[src/rtl/video_pkg.sv]
// Shared video timing constants, colour types and the 3-bit to 24-bit palette.
package video_pkg;

  localparam int unsigned SRC_W    = 160;
  localparam int unsigned SRC_H    = 120;
  localparam int unsigned SCALE_SH = 2;
  localparam int unsigned ACT_W    = 640;
  localparam int unsigned ACT_H    = 480;
  localparam int unsigned FRAME_W  = 800;
  localparam int unsigned FRAME_H  = 525;

  typedef logic [2:0]  rgb3_t;
  typedef logic [23:0] rgb24_t;

  // Each colour bit saturates its 8-bit channel: bit2=R, bit1=G, bit0=B.
  function automatic rgb24_t palette3to24(input rgb3_t p);
    return {{8{p[2]}}, {8{p[1]}}, {8{p[0]}}};
  endfunction

endpackage

[src/rtl/fb_addr_gen.sv]
// Raster lookahead (stage 1) and framebuffer address/enable registers (stage 2).
module fb_addr_gen
  import video_pkg::*;
#(
  parameter int unsigned LEAD = 4
) (
  input  logic        clk_pixel,
  input  logic        reset,
  input  logic [9:0]  cx,
  input  logic [9:0]  cy,
  input  logic        mode_next,
  output logic        origin,
  output logic        act,
  output logic [14:0] fb_addr,
  output logic        fb_ce
);

  logic [10:0] ax_sum;
  logic [9:0]  ax_c, ay_c;
  logic        in_range, act_c, origin_c;

  logic [9:0]  ax_q, ay_q;
  logic        act1_q, origin_q, act2_q;
  logic [14:0] addr_q;
  logic        ce_q;
  logic [9:0]  sx, sy;

  always_comb begin
    ax_sum   = {1'b0, cx} + 11'(LEAD);
    in_range = (cx < 10'(FRAME_W)) && (cy < 10'(FRAME_H));
    ax_c     = ax_sum[9:0];
    ay_c     = cy;
    if (ax_sum >= 11'(FRAME_W)) begin
      ax_c = 10'(ax_sum - 11'(FRAME_W));
      ay_c = (cy == 10'(FRAME_H - 1)) ? 10'd0 : cy + 10'd1;
    end
    act_c    = in_range && (ax_c < 10'(ACT_W)) && (ay_c < 10'(ACT_H));
    origin_c = in_range && (ax_c == 10'd0) && (ay_c == 10'd0);
  end

  always_ff @(posedge clk_pixel) begin
    if (reset) begin
      ax_q     <= '0;
      ay_q     <= '0;
      act1_q   <= 1'b0;
      origin_q <= 1'b0;
    end else begin
      ax_q     <= ax_c;
      ay_q     <= ay_c;
      act1_q   <= act_c;
      origin_q <= origin_c;
    end
  end

  assign sx = ax_q >> SCALE_SH;
  assign sy = ay_q >> SCALE_SH;

  // sy*160 + sx as shift-add; max 119*160+159 = 19199 fits in 15 bits.
  always_ff @(posedge clk_pixel) begin
    if (reset) begin
      addr_q <= '0;
      ce_q   <= 1'b0;
      act2_q <= 1'b0;
    end else begin
      if (act1_q) begin
        addr_q <= ({5'd0, sy} << 7) + ({5'd0, sy} << 5) + {5'd0, sx};
      end
      ce_q   <= act1_q && !mode_next;
      act2_q <= act1_q;
    end
  end

  assign origin  = origin_q;
  assign act     = act2_q;
  assign fb_addr = addr_q;
  assign fb_ce   = ce_q;

endmodule

[src/rtl/fb_scaler.sv]
// 4x4 framebuffer upscaler with frame-aligned menu/game source select and palette.
module fb_scaler
  import video_pkg::*;
#(
  parameter int unsigned RD_LAT = 1,
  parameter int unsigned LEAD   = RD_LAT + 3
) (
  input  logic        clk_pixel,
  input  logic        reset,
  input  logic [9:0]  cx,
  input  logic [9:0]  cy,
  input  logic        game_start,
  input  logic [2:0]  game_rgb,
  output logic [14:0] fb_addr,
  output logic        fb_ce,
  input  logic [2:0]  fb_dout,
  output logic        game_mode,
  output logic [23:0] rgb
);

  logic              gs_q1, gs_q2, mode_q, mode_next;
  logic              origin, act2;
  logic [RD_LAT-1:0] act_dl, tag_dl;
  rgb3_t             pix;
  rgb24_t            rgb_q;

  // Source only changes when the lookahead lands on pixel (0,0).
  assign mode_next = origin ? gs_q2 : mode_q;

  fb_addr_gen #(
    .LEAD (LEAD)
  ) u_addr_gen (
    .clk_pixel (clk_pixel),
    .reset     (reset),
    .cx        (cx),
    .cy        (cy),
    .mode_next (mode_next),
    .origin    (origin),
    .act       (act2),
    .fb_addr   (fb_addr),
    .fb_ce     (fb_ce)
  );

  always_ff @(posedge clk_pixel) begin
    if (reset) begin
      gs_q1  <= 1'b0;
      gs_q2  <= 1'b0;
      mode_q <= 1'b0;
    end else begin
      gs_q1  <= game_start;
      gs_q2  <= gs_q1;
      mode_q <= mode_next;
    end
  end

  // mode_q is the source tag of the pixel currently in stage 2.
  always_ff @(posedge clk_pixel) begin
    if (reset) begin
      act_dl <= '0;
      tag_dl <= '0;
    end else begin
      act_dl[0] <= act2;
      tag_dl[0] <= mode_q;
      for (int i = 1; i < int'(RD_LAT); i++) begin
        act_dl[i] <= act_dl[i-1];
        tag_dl[i] <= tag_dl[i-1];
      end
    end
  end

  assign pix = tag_dl[RD_LAT-1] ? game_rgb : fb_dout;

  always_ff @(posedge clk_pixel) begin
    if (reset) begin
      rgb_q <= '0;
    end else begin
      rgb_q <= act_dl[RD_LAT-1] ? palette3to24(pix) : 24'h000000;
    end
  end

  assign game_mode = mode_q;
  assign rgb       = rgb_q;

endmodule

[config.mk]
export PLATFORM = sky130hd
export DESIGN_NAME = fb_scaler
export DESIGN_NICKNAME = d
export VERILOG_FILES = /design/src/rtl/video_pkg.sv /design/src/rtl/fb_addr_gen.sv /design/src/rtl/fb_scaler.sv
export SDC_FILE = /design/constraint.sdc
export NUM_CORES = 1
export LEC_CHECK = 0
export BUFFER_PORTS_ARGS = -buffer_cell sky130_fd_sc_hd__buf_2
export CORE_UTILIZATION = 50
export CTS_CLUSTER_DIAMETER = 40
export CTS_CLUSTER_SIZE = 14
export DETAILED_ROUTE_END_ITERATION = 6
export HOLD_SLACK_MARGIN = 0.03
export PLACE_DENSITY = 0.77
export SLEW_MARGIN = 20
export SYNTH_ARGS = -nofsm -noshare
export SYNTH_HDL_FRONTEND = slang
export SYNTH_SLANG_ARGS = --single-unit
[constraint.sdc]
create_clock -name clk_pixel -period 7.3 [get_ports clk_pixel]
set_input_delay 1.46 -clock clk_pixel [delete_from_list [all_inputs] [get_ports clk_pixel]]
set_output_delay 1.46 -clock clk_pixel [all_outputs]
set_load 0.01 [all_outputs]
-- After elaboration in Yosys (flattened, before gate mapping)
Index checks and enable logic that the tools add are counted.
- bits in registers: 61
- input bits: 29
- output and inout bits: 41
- word-level logic and storage cells: 40
- add/sub/neg operators: 5
- order comparisons: 5
- equality and inequality tests: 1
- muxes and demuxes: 5
- bitwise operators: 1
- reduce and logical (&&, ||, !) cells: 10
- operators by type and width (cell ; count):
    < comparator 10 bit, second input constant ; 3
    two-way mux 10 bit ; 3
    zero test 10 bit ; 2
    adder 15 x 13 -> 15 bit ; 1
    adder 15 x 8 -> 15 bit ; 1
    adder 10 x 3 -> 11 bit, second input constant ; 1
    >= comparator 11 x 10 -> 1 bit, second input constant ; 1
    adder 10 x 1 -> 10 bit, second input constant ; 1
    equality test 10 bit, second input constant ; 1
    < comparator 10 x 9 -> 1 bit, second input constant ; 1
    subtractor 10 bit, second input constant ; 1
    logical AND 1 bit ; 6
    two-way mux 3 bit ; 1
    OR reduction 2 bit ; 1
    zero test 1 bit ; 1
    two-way mux 1 bit ; 1
    inverter 1 bit ; 1

-- Longest topological paths before layout
- word-level depth: 6
- mapped depth: 11
- depth with buffers taken out: 11

-- Cells and area by module
From an unflattened synthesis, not the netlist that was laid out.
- cell total of the unflattened synthesis: 282
- area, all modules: 2602.5 um^2
- modules (own cells, without submodules) (module ; instances ; cells each ; area an instance (um^2) ; sequential area each (um^2)):
    fb_addr_gen ; 1 ; 240 ; 2183.3 ; 700.7
    fb_scaler ; 1 ; 42 ; 419.2 ; 160.2

-- Worst setup path after synthesis
OpenSTA, ideal clock, no wires.
- kind: input to register
- start point: in cx[2]
- end point: reg u_addr_gen.origin_q, in the netlist u_addr_gen.origin
- setup time: 87 ps
- arrival: 3359 ps
- required time: 7213 ps
- path slack: 3854 ps
- stages on the path: 10
- buffers on the path: 0
- cells stage by stage: ha_1 > nand3_1 > xor2_2 > ha_1 > o2111ai_2 > o21ai_2 > or4_1 > a21oi_1 > nand4_1 > nor4b_2
- word-level cells in the longest chain between the ends: 6
- elaborated cells between the ends (all ways): 11
- those cells by class: add/sub: 2; order compare: 2; mux: 2; reduce/logical: 5
- RTL lines (item ; line ; text):
    from (decl) ; fb_scaler.sv:10 ; input logic [9:0] cx,
    adder 10 x 3 -> 11 bit ; fb_addr_gen.sv:29 ; ax_sum = {1'b0, cx} + 11'(LEAD);
    subtractor 10 bit or >= comparator 11 x 10 -> 1 bit (tied branches) ; fb_addr_gen.sv:34, fb_addr_gen.sv:33 ;
    two-way mux 10 bit ; fb_addr_gen.sv:33 ; if (ax_sum >= 11'(FRAME_W)) begin
    zero test 10 bit ; fb_addr_gen.sv:38 ; origin_c = in_range && (ax_c == 10'd0) && (ay_c == 10'd0);
    logical AND 1 bit ; fb_addr_gen.sv:38 ;
    logical AND 1 bit * ; fb_addr_gen.sv:38 ;
    to (signal assigned) ; fb_addr_gen.sv:51 ; origin_q <= origin_c;
    to (decl) ; fb_addr_gen.sv:23 ; logic act1_q, origin_q, act2_q;
Mark *: on every way between the ends. The rest lies on a longest branch, timed or not.
A chain may end at the register's enable or synchronous reset.

-- Final worst setup path
Ends and elaborated chain as after synthesis.

==> results.tsv <==
metric	value	unit
floorplan core area	4880	um2
leakage	1.33	nW
Total Power	0.527	mW
Initial Util	0.533	
initial antenna violation count	0	
Arr. time, crit path	4.24	ns
number of I/O pins	70	
crit end category	flop	
detailed placement HPWL	3860	um
max cap viols	0	
Final period util	0.552	
cell count after placement	403	
vias in the first global route	1936	
leading cell type in the layout, fill and taps excluded	buf_2	
Placed Area	2830	um2
number of diodes	0	
DIE AREA	5500	um2
Non-Filler Instances	411	
CTS buffer count	5	
PostCTS Resize Cnt	0	
worst hold path class	reg -> reg	
Synth Cell Area	2600	um2
final instance area	2940	um2
clock sinks	43	
Cell Rows	25	
hold_buf cts	0	
final core utilization	0.602	
Syn Area/Cell	8.67	um2
layout cell share with drive strength beyond 1	0.238	
post-layout min period	4.03	ns
Total Wirelength	5090	um
Buffers on Ports	69	
gr ovfl total	0	
Setup Total Neg Slack	0	ns
DR WL/cell	12.4	um
Clk Tree Root Cell	clkbuf_8	
CP Max Fanout	23	
post-synthesis async set-or-reset flop share	0	
Vias	2190	
drt pass-1 iters	4	
post-layout net count	394	
crit path kind	in -> reg	
final worst-path setup slack	3.27	ns
outcome	complete, no violations	
FMAX	0.248	GHz
Fin Hold WS	0.442	ns
Residual DRC	0	
syn nets	351	
RSZ-0062 raised after global routing	no	
TritonCTS clock tree	yes	
Slew HR	0.399	
CP required	7.51	ns
Max Slew Vio Count	0	
Synth Instances	300	
number of H-tree levels	2	
first-pass GRT wire length	8270	um
Fin. Hold Viols	0	
die height	74.1	um
Vias/cell	5.33	
CTS max path bufs	2	
startpoint type of the worst setup path	input pin	
final count of negative-setup-slack endpoints	0	
power density cells	179	nW/um2
Main synth FF type	dfxtp_1	
synthesis-to-layout area growth	12.9	%
library cells used by synthesis	45	
FILL cells	436	
Least-Margin Pin Slew	0.900	ns
Final GP Congestion	0.935	
dpl ws	3.03	ns
yosys warns	0	
Max IR drop VDD	0.0000845	V
total track usage	0.198	
clock latency on the worst-skew pair	0.29	ns
1st-iter DRT viols	82	
Die W	74.1	um
Post-CTS Repair Setup Buffers	0	
Post-DRT Antenna Nets	0	
Post-synth EDFFs	0	
register area share after synthesis	0.331	
largest net degree at the start of global routing	40	
Setup Skew	0.00560	ns
Clock Pin Slew Worst Setup and Hold Paths	0.08	ns
FF+latch count, synth	43	
most frequent cells in the layout	69 x buf_2, 43 x dfxtp_1, 41 x nor2_1	
sequential cells by signal, indices dropped and copies added, names as in the netlist, 3 cells and up:
name                flops
u_addr_gen.ay_q         8
u_addr_gen.fb_addr     15
u_addr_gen.ax_q         8
rgb                     3
power breakdown:
group / leakage [nW] / switching (mW) / total [mW] / internal (mW)
Sequential: 0.353 / 0.00740 / 0.253 / 0.246
Clock: 0.0581 / 0.0819 / 0.184 / 0.102
Combinational: 0.919 / 0.0504 / 0.0901 / 0.0398
layout make-up:
class                      instances  area, um2  area share
clock buffer                       5       68.8      0.0234
clock inverter                     3       43.8      0.0149
inverter                           5       18.8     0.00639
multi-input combinational        219       1520       0.516
sequential                        43        861       0.293
tap                               67       83.8      0.0285
timing repair buffer              69        345       0.117
kinds of logic after synthesis:
| logic type | synth area share |
|---|---|
| flip-flops | 0.331 |
| AND/OR/NAND/NOR | 0.204 |
| adder cells (fa/ha/maj) | 0.112 |
| buffers and inverters | 0.0861 |
| AO/OA/AOI/OAI | 0.141 |
| multiplexers | 0.0692 |
| XOR/XNOR | 0.0567 |
final timing paths:
kind	start	slack (ns)	depth (start not counted)	end
max	cx[2]	3.27	11	u_addr_gen.origin
min	gs_q1	0.44	1	gs_q2
max reg2reg	u_addr_gen.ay_q[2]	4.62	10	u_addr_gen.fb_addr[14]
min reg2reg	gs_q1	0.44	1	gs_q2
layer usage:
layer | global-route usage | share of wire
met1 | 0.235 | 0.45
met2 | 0.330 | 0.48
met4 | 0.126 | 0.032
met3 | 0.0352 | 0.043
met5 | 0 | 0
critical path, stage by stage:
cell and delay (ns):
buf_2 0.15, ha_1 0.26, nand3_1 0.14, xor2_2 0.23
ha_1 0.29, o2111ai_2 0.15, o21ai_2 0.64, nor2_1 0.15
o32ai_1 0.35, nand4_1 0.16, nor4b_2 0.26
Yosys cell counts, types with 2 or more instances:
master / instances / area, um2
buf_1: 3 / 11.3
nor2_1: 41 / 154
nand2_1: 14 / 52.6
xnor2_1: 11 / 96.3
nand3_1: 8 / 40.0
or3_1: 3 / 18.8
a31oi_1: 2 / 12.5
buf_4: 21 / 158
fa_1: 2 / 40.0
and4_1: 2 / 17.5
or4_1: 3 / 22.5
ha_1: 20 / 250
and2_1: 6 / 37.5
o31a_1: 2 / 17.5
mux2i_1: 18 / 180
nor2b_1: 10 / 62.6
xor2_1: 4 / 35.0
inv_1: 5 / 18.8
o21bai_1: 5 / 37.5
buf_2: 2 / 10.0
and3_1: 2 / 12.5
o31ai_1: 2 / 15.0
dfxtp_1: 43 / 861
o21ai_0: 18 / 90.1
a21o_1: 2 / 15.0
nand2b_1: 3 / 18.8
a21oi_1: 17 / 85.1
a211oi_1: 3 / 22.5
nand4_1: 4 / 25.0
nor3_1: 2 / 10.0
o21a_1: 2 / 15.0
clkbuf_1: 7 / 26.3
Note: power is estimated with default switching activity, not from simulation.
